$ cat config.mk
export PLATFORM = sky130hd
export DESIGN_NAME = delay_monitor
export DESIGN_NICKNAME = d
export VERILOG_FILES = /design/src/rtl/delay_pkg.sv /design/src/rtl/delay_iv_counter.sv /design/src/rtl/delay_monitor.sv
export SDC_FILE = /design/constraint.sdc
export NUM_CORES = 1
export LEC_CHECK = 0
export BUFFER_PORTS_ARGS = -buffer_cell sky130_fd_sc_hd__buf_4
export CAP_MARGIN = 15
export CORE_AREA = 3 3 65 67
export CTS_CLUSTER_SIZE = 24
export DETAILED_ROUTE_END_ITERATION = 7
export DIE_AREA = 0 0 68 70
export HOLD_SLACK_MARGIN = 0.08
export MAX_ROUTING_LAYER = met4
export PLACE_DENSITY = 0.79
export RECOVER_POWER = 100
export SYNTH_ARGS = -nofsm -noshare
export SYNTH_HDL_FRONTEND = slang
export SYNTH_HIERARCHICAL = 1
export SYNTH_SLANG_ARGS = --single-unit
export TNS_END_PERCENT = 1
$ cat constraint.sdc
create_clock -name clk -period 2.63 [get_ports clk]
set_input_delay 0.263 -clock clk [delete_from_list [all_inputs] [get_ports clk]]
set_output_delay 0.263 -clock clk [all_outputs]
set_load 0.02 [all_outputs]
$ cat src/rtl/delay_pkg.sv
// rtl/delay_pkg.sv - shared state type and defaults for the delay generator and its monitor
package delay_pkg;

    typedef enum logic [1:0] {
        IDLE   = 2'd0,
        ACQ    = 2'd1,
        LOCKED = 2'd2,
        FAULT  = 2'd3
    } dly_state_t;

    localparam int DLY_N     = 7500;
    localparam int DLY_CBITS = 13;
    localparam int DLY_TOL   = 2;
    localparam int DLY_LOCK  = 4;

endpackage

$ cat src/rtl/delay_iv_counter.sv
// rtl/delay_iv_counter.sv - pulse interval counter: load to 1, hold, saturating increment, else cleared
module delay_iv_counter #(
    parameter int CBITS = 13,
    parameter int LIMIT = 7503
) (
    input  logic             clk,
    input  logic             rst,
    input  logic             en,
    input  logic             load,
    input  logic             hold,
    output logic [CBITS-1:0] cnt,
    output logic             timeout
);

    localparam logic [CBITS-1:0] MAXV = '1;
    localparam logic [CBITS-1:0] LIM  = CBITS'(LIMIT);

    logic [CBITS-1:0] r_cnt;

    // Dropping en without load or hold clears the count, so the idle state always reads 0.
    always_ff @(posedge clk or posedge rst) begin
        if (rst) begin
            r_cnt <= '0;
        end else if (load) begin
            r_cnt <= CBITS'(1);
        end else if (hold) begin
            r_cnt <= r_cnt;
        end else if (en) begin
            if (r_cnt != MAXV) begin
                r_cnt <= r_cnt + 1'b1;
            end
        end else begin
            r_cnt <= '0;
        end
    end

    assign cnt     = r_cnt;
    assign timeout = !load && !hold && (r_cnt == LIM);

endmodule

$ cat src/rtl/delay_monitor.sv
// rtl/delay_monitor.sv - locks onto a periodic pulse train and flags early or missing pulses
module delay_monitor
    import delay_pkg::*;
#(
    parameter int N     = DLY_N,
    parameter int CBITS = DLY_CBITS,
    parameter int TOL   = DLY_TOL,
    parameter int LOCK  = DLY_LOCK
) (
    input  logic             clk,
    input  logic             rst,
    input  logic             sig,
    input  logic             clr,
    output logic             err,
    output logic             flg,
    output logic             early,
    output logic             late,
    output logic [CBITS-1:0] last_iv
);

    localparam int               GW = $clog2(LOCK + 1);
    localparam logic [CBITS-1:0] LO = CBITS'(N + 1 - TOL);
    localparam int               HI = N + 1 + TOL;

    if ((N + 2 + TOL > 2**CBITS - 1) || (TOL > N) || (LOCK < 1)) begin : g_param_check
        $error("delay_monitor: parameter set out of range");
    end

    dly_state_t       r_state;
    logic [GW-1:0]    r_good;
    logic             r_err;
    logic             r_flg;
    logic             r_early;
    logic             r_late;
    logic [CBITS-1:0] r_last_iv;

    logic [CBITS-1:0] w_cnt;
    logic             w_timeout;
    logic             w_en;
    logic             w_load;
    logic             w_hold;
    logic             w_is_early;

    // An acquisition timeout clears the counter on the same edge that returns to IDLE.
    assign w_en       = (r_state == LOCKED) || ((r_state == ACQ) && !w_timeout);
    assign w_load     = sig && (r_state != FAULT);
    assign w_hold     = (r_state == FAULT) && !clr;
    assign w_is_early = w_cnt < LO;

    delay_iv_counter #(
        .CBITS (CBITS),
        .LIMIT (HI)
    ) u_iv_counter (
        .clk     (clk),
        .rst     (rst),
        .en      (w_en),
        .load    (w_load),
        .hold    (w_hold),
        .cnt     (w_cnt),
        .timeout (w_timeout)
    );

    always_ff @(posedge clk or posedge rst) begin
        if (rst) begin
            r_state   <= IDLE;
            r_good    <= '0;
            r_err     <= 1'b0;
            r_flg     <= 1'b0;
            r_early   <= 1'b0;
            r_late    <= 1'b0;
            r_last_iv <= '0;
        end else begin
            r_early <= 1'b0;
            r_late  <= 1'b0;
            case (r_state)
                IDLE: begin
                    if (sig) begin
                        r_state <= ACQ;
                        r_good  <= '0;
                    end
                end
                ACQ: begin
                    if (sig) begin
                        r_last_iv <= w_cnt;
                        if (w_is_early) begin
                            r_early <= 1'b1;
                            r_good  <= '0;
                        end else if (r_good == GW'(LOCK - 1)) begin
                            r_good  <= GW'(LOCK);
                            r_state <= LOCKED;
                            r_flg   <= 1'b1;
                        end else begin
                            r_good <= r_good + 1'b1;
                        end
                    end else if (w_timeout) begin
                        r_late  <= 1'b1;
                        r_good  <= '0;
                        r_state <= IDLE;
                    end
                end
                LOCKED: begin
                    if (sig) begin
                        r_last_iv <= w_cnt;
                        if (w_is_early) begin
                            r_early <= 1'b1;
                            r_state <= FAULT;
                            r_flg   <= 1'b0;
                            r_err   <= 1'b1;
                        end
                    end else if (w_timeout) begin
                        r_late  <= 1'b1;
                        r_state <= FAULT;
                        r_flg   <= 1'b0;
                        r_err   <= 1'b1;
                    end
                end
                FAULT: begin
                    if (clr) begin
                        r_state <= IDLE;
                        r_good  <= '0;
                        r_err   <= 1'b0;
                    end
                end
                default: r_state <= IDLE;
            endcase
        end
    end

    // A fault can only be entered from the locked state.
    a_err_after_lock : assert property (@(posedge clk) disable iff (rst) $rose(r_err) |-> $past(r_flg));

    assign err     = r_err;
    assign flg     = r_flg;
    assign early   = r_early;
    assign late    = r_late;
    assign last_iv = r_last_iv;

endmodule

==> results of run 1 <==
[cell type report]
type,instances,area (sq um)
flip-flops and latches,35,875.8
repair buffers,33,172.7
fillers,300,1371
well taps,48,60.06
clock buffers,6,82.58
inverters,13,48.80
clock inverters,2,35.03
multi-input cells,138,1042
[worst max-delay path by stage]
stage | startpoint | end | slack (ps) | cells past startpoint
global route | flip-flop | u_iv_counter/cnt[1] | 3 | 11
global placement | r_state[0] | u_iv_counter/cnt[7] | 300 | 11
detailed placement | flip-flop | u_iv_counter/cnt[7] | 190 | 11
CTS | r_state[0] | u_iv_counter/cnt[7] | 180 | 11
finish | flip-flop | flip-flop | 170 | 11
floorplan | r_state[0] | u_iv_counter/cnt[0] | 230 | 10
[layer usage]
layer	up-vias	GRT usage	share of wire
li1	787	-	-
met5	-	-	0
met1	793	0.2848	0.46
met2	51	0.3255	0.49
met3	4	0.04341	0.046
met4	0	0.05298	0.0052
[state kept, by name, indices dropped and copies added, names as in the netlist, named ones only]
name              cells
early                 1
err                   1
flg                   1
last_iv              13
late                  1
r_good                3
r_state               1
u_iv_counter/cnt     13
[timing repair]
action / in CTS / in global routing
setup endpoints to repair: 0 / 5
hold endpoints to repair: 13 / 0
resized for setup: 0 / 1
hold buffers: 1 / 0
[report_power, final]
part	switching [mW]	internal, mW	leakage, nW
Sequential	0.0760	0.632	0.474
Clock	0.189	0.307	0.0612
Combinational	0.359	0.230	0.560
Total	0.624	1.17	1.10
[cells by family (layout without fill, tap and decap cells)]
| logic type | count (synthesis) | after routing | share of synthesized area |
|---|---|---|---|
| buf+inv | 15 | 54 | 0.02895 |
| flops | 35 | 35 | 0.4405 |
| mux | 17 | 17 | 0.09440 |
| compound gates | 46 | 46 | 0.1888 |
| fa+ha+maj | 8 | 8 | 0.05035 |
| simple gates | 67 | 67 | 0.1970 |
[metrics by stage]
| step | setup WS (ps) | area (sq um) | utilization |
|---|---|---|---|
| finish | 173.2 | 2317 | 0.6282 |
| floorplan | 232.7 | 1988 | - |
| global route | 3.239 | 2317 | 0.6282 |
| global placement | 302.7 | 2280 | 0.6180 |
| CTS | 183.4 | 2407 | 0.6526 |
| detailed placement | 188.9 | 2280 | 0.6180 |
[placed cells by master, fill, tap and decap left out, types with 2 or more instances in the layout]
master,instances
a21o_1,5
a21oi_1,6
a21oi_2,2
a31oi_1,3
and3_1,5
buf_4,11
clkbuf_1,20
clkbuf_8,6
dfrtp_1,35
ha_1,8
inv_1,13
mux2_1,3
mux2_2,11
mux2i_1,3
nand2_1,15
nand2b_1,4
nand3_1,8
nand4_1,2
nor2_1,9
nor3_1,4
nor4_1,4
o21ai_0,5
o22a_1,7
o311ai_0,2
o31a_1,2
o41ai_1,3
or3_1,2
[worst max-delay path: cells and delay by family, from the launching register on]
family / cells / cell delay (ps)
AOI/OAI and AO/OA: 3 / 570
adders and majority gates: 1 / 220
buffers and inverters: 1 / 210
DFF: 1 / 400
and+or+nand+nor: 6 / 950
==> results.md, run 1 <==
- Hold_ws: 335.5 ps
- TritonCTS Buffers: 5
- Core box area: 3689 sq um
- Ant diodes: 0
- Worst Tran Pin Value: 843.5 ps
- Cell area after synthesis: 1988 sq um
- Mean routed wirelength per cell: 16.75 um
- GRT Residual Overflow: 0
- Max-slew headroom: 0.4371
- HP Start: sig
- Register area share after synthesis: 0.4405
- CP arrival: 2650 ps
- Clock latency on the worst-skew pair: 280 ps
- Total GRT Usage: 0.2121
- Unrepaired setup endpoints after global routing: false
- Leak: 1.095 nW
- Worst hold path class: in -> reg
- Number of setup violations in the final report: 0
- Share of layout cells above drive strength 1: 0.1894
- Final period utilization: 0.9341
- CP endpoint kind: flip-flop
- Post-synth top area share: 0.4405
- Final std cells w/o fill: 275
- CP Data Required Time: 2820 ps
- Initial antenna violation count: 0
- Final nets: 238
- Post-Syn Instances: 188
- First-pass DRT Iterations: 4
- Hold path depth: 3
- WS Path Type: reg -> reg
- Final Hold Viols: 0
- Yosys warning count: 6
- Vias in the first global route: 1522
- Peak supply drop: 0.4041 mV
- Cell breakdown of the critical path: ha_1 > and2b_1 > nor4_1 > nand2_1 > nor3_1 > clkbuf_1 > nor2_1 > a21o_1 > nor2_2 > o211ai_1 > o22ai_1
- CTS tree: done
- Die Area: 4760 sq um
- Ys flop type: dfrtp_1
- Clk slew on worst S/H paths: 70 ps
- Top cells by count, synth: 35 x dfrtp_1, 15 x nand2_1, 13 x inv_1
- Power Dens Cells: 773.8 nW/um^2
- Initial core utilization: 0.5390
- Post-DP HPWL: 3.337 mm
- Die H: 70 um
- P&R area growth vs syn: 16.55%
- CTS sink count: 35
- Post-synth EDFFs: 0
- Initial drt markers: 176
- First-pass GRT wire length: 7.527 mm
- Synth area leader: dfrtp_1
- FF+latch count, synth: 35
- Reg2reg setup slack: 170 ps
- Cells on worst reg2reg path: 11
- Max H-tree Level: 2
- Worst setup SP type: flip-flop
- Status: finished, final reports clean
- Die width: 68 um
- Synth Area per Inst: 10.58 sq um
- Largest net degree at the start of global routing: 23
- Clk buf depth: 2
- Total negative setup slack: 0 ps
- CP max-delay cell: dfrtp_1
- Post-Route WL: 4.607 mm
- Max Cap Viol: 0
- Final ANT Viol Nets: 0
- Crit Path Max Fanout: 4
- Remaining DRCs: 0
- Setup Fix Bufs, Post-CTS: 0
- Syn_nets: 200
- Post-synth ARST share: 1.000
- GP Congestion: 0.8769
- Placed insts: 266
- CP peak stage delay: 400 ps
- Rows: 22
- WHS Endpoint: flg
- Pwr Total: 1.793 mW
- Post-route minimum period: 2457 ps
- CTS root buf: clkbuf_8
- Most numerous cell in the Yosys netlist: dfrtp_1
- Area contributors post-synth: dfrtp_1 44%, mux2_2 6.8%, ha_1 5.0%
- Fmax: 407.0 MHz
- Distinct cells, synth: 50
- Via count: 1635
- Final Max Slew Viols: 0
- I/O pin count: 21
- Via/cell ratio: 5.945
- I/O Buffers: 20
- Final Skew: 7.089 ps
No activity file was read; power rests on OpenSTA's default activity.
==> run 2, diff against run 1 <==
--- a/config.mk
+++ b/config.mk
@@ -7,13 +7,13 @@
 export LEC_CHECK = 0
 export BUFFER_PORTS_ARGS = -buffer_cell sky130_fd_sc_hd__buf_4
 export CAP_MARGIN = 15
-export CORE_AREA = 3 3 65 67
+export CORE_AREA = 3 3 75 77
 export CTS_CLUSTER_SIZE = 24
 export DETAILED_ROUTE_END_ITERATION = 7
-export DIE_AREA = 0 0 68 70
+export DIE_AREA = 0 0 78 80
 export HOLD_SLACK_MARGIN = 0.08
 export MAX_ROUTING_LAYER = met4
-export PLACE_DENSITY = 0.79
+export PLACE_DENSITY = 0.63
 export RECOVER_POWER = 100
 export SYNTH_ARGS = -nofsm -noshare
 export SYNTH_HDL_FRONTEND = slang
==> results.md, run 2 (synthesis results as in run 1) <==
- GR Util met2: 0.2791 (-0.04637)
- Cells on worst reg2reg path: 11 (unchanged)
- Most frequent cells in the layout: 35 x dfrtp_1, 17 x clkbuf_1, 15 x nand2_1
- CP peak stage delay: 450 ps (+50 ps)
- CP arrival: 2630 ps (-20 ps)
- Crit Path Max Fanout: 7 (+3)
- Post-DP HPWL: 3.428 mm (+2.7%)
- CTS root buf: clkbuf_8
- Die H: 80 um (+14%)
- Initial antenna violation count: 0 (unchanged)
- Total GRT Usage: 0.1651 (-0.04692)
- Vias in the first global route: 1622 (+6.6%)
- Clk slew on worst S/H paths: 70 ps (about the same)
- CP Data Required Time: 2800 ps (-20 ps)
- Core box area: 5075 sq um (+38%)
- Unrepaired setup endpoints after global routing: false
- Worst hold path class: in -> reg
- Met1 Resource Use GR: 0.1923 (-0.09256)
- Number of setup violations in the final report: 0 (unchanged)
- Total negative setup slack: 0 ps (unchanged)
- I/O Buffers: 20 (unchanged)
- Worst path most repeated cell: nor2_1
- Worst Tran Pin Value: 880.9 ps (+37.47 ps)
- GRT Residual Overflow: 0 (unchanged)
- Remaining DRCs: 0 (unchanged)
- Largest net degree at the start of global routing: 23 (unchanged)
- Peak supply drop: 0.2711 mV (-33%)
- TritonCTS Buffers: 5 (unchanged)
- Share of layout cells above drive strength 1: 0.2026 (+0.01322)
- I/O pin count: 21 (unchanged)
- CP endpoint kind: flip-flop
- P&R area growth vs syn: 18.57%
- Commonest non-fill, non-tap cell in the layout: dfrtp_1
- CP max-delay cell: dfrtp_1
- Cell breakdown of the critical path: ha_1 > and2b_1 > nor4_1 > nand2_1 > nor3_2 > clkbuf_4 > nor2_1 > a21o_1 > nor2_1 > o2111a_1 > o22ai_1
- GP Congestion: 0.9768 (+11%)
- Max Cap Viol: 0 (unchanged)
- Final period utilization: 0.9348 (about the same)
- Worst setup margin: 171.5 ps (-1.763 ps)
- First-pass DRT Iterations: 4 (unchanged)
- Setup Fix Bufs, Post-CTS: 0 (unchanged)
- Initial drt markers: 70 (-60%)
- Busiest grt layer: met2
- WS Path Type: reg -> reg
- Placement Setup Slack: 158.0 ps (-30.94 ps)
- Die width: 78 um (+15%)
- Final Max Slew Viols: 0 (unchanged)
- Via count: 1660 (+1.5%)
- Max-slew headroom: 0.4121 (-0.02501)
- Worst setup SP type: flip-flop
- Max H-tree Level: 2 (unchanged)
- Initial core utilization: 0.3918 (-0.1472)
- Clk buf depth: 2 (unchanged)
- Final Skew: 8.841 ps (+1.752 ps)
- Hold path depth: 3 (unchanged)
- Final ANT Viol Nets: 0 (unchanged)
- Status: finished, final reports clean
- CTS tree: done
- Power Dens Cells: 731.8 nW/um^2 (-5.4%)
- Final Hold Viols: 0 (unchanged)
- Post-route minimum period: 2459 ps (+1.763 ps)
- Die Area: 6240 sq um (+31%)
- Rows: 26 (+18%)
- First-pass GRT wire length: 7.893 mm (+4.9%)
- Via/cell ratio: 5.589 (-6.0%)
- Mean routed wirelength per cell: 15.47 um (-7.6%)
- Fmax: 406.7 MHz (about the same)
- Clock latency on the worst-skew pair: 290 ps (about the same)
- Post-Route WL: 4.595 mm (-0.26%)
- CTS sink count: 35 (unchanged)
- Leak: 1.122 nW (+2.5%)
- Final nets: 238 (unchanged)
- Met3 GRT Util: 0.03725 (-0.006162)
- Ant diodes: 0 (unchanged)
-- run 2: final timing paths --
kind                              from                  end  slack [ps]
hold / removal                     sig                  flg         320
max in group asynchronous          rst          last_iv[12]        1360
setup reg to reg            r_state[0]            flip-flop         170
min in group asynchronous          rst  u_iv_counter/cnt[8]         580
hold reg to reg            last_iv[12]          last_iv[12]         490
setup / recovery            r_state[0]            flip-flop         170
-- run 2: routing by layer --
metal | routed length, um | part of all wire | up-vias
met5 | 0 | 0 | -
met3 | 210 | 0.046 | 9
li1 | - | - | 786
met1 | 1995 | 0.43 | 815
met4 | 79 | 0.017 | 0
met2 | 2310 | 0.50 | 50
-- run 2: repair_timing --
action | 4_1_cts | 5_1_grt
hold endpoints to repair | 13 | 0
setup endpoints to repair | 0 | 4
gates resized for setup | 0 | 3
hold buffers | 1 | 0
-- run 2: final cells by class --
class,instances,area [sq um]
Inverter,13,48.80
Timing Repair Buffer,33,187.7
Fill cell,513,2718
Clock buffer,7,96.34
Tap cell,70,87.58
Clock inverter,1,7.507
Multi-Input combinational cell,138,1054
Sequential cell,35,875.8
-- run 2: where the power goes --
group | switching [mW] | total (mW) | internal [mW]
Sequential | 0.0852 | 0.717 | 0.632
Combinational | 0.344 | 0.573 | 0.229
Clock | 0.197 | 0.435 | 0.238
-- run 2: critical path: cells and delay by family (launching register included) --
kind	cells	cell delay [ps]
adders and majority gates	1	280
AOI/OAI and AO/OA	3	520
DFF	1	450
buffers and inverters	1	160
and+or+nand+nor	6	920
-- run 2: through the flow --
step | power (mW) | instance area (sq um) | std cells | util | hold WS, ps
floorplan | 1.121 | 1988 | 188 | - | 140.0
global placement | 1.349 | 2307 | 288 | 0.4546 | 349.0
detailed placement | 1.356 | 2307 | 288 | 0.4546 | 349.7
CTS | 1.796 | 2421 | 297 | 0.4771 | 316.6
global route | 1.846 | 2357 | 297 | 0.4645 | 325.5
finish | 1.725 | 2357 | 297 | 0.4645 | 323.4
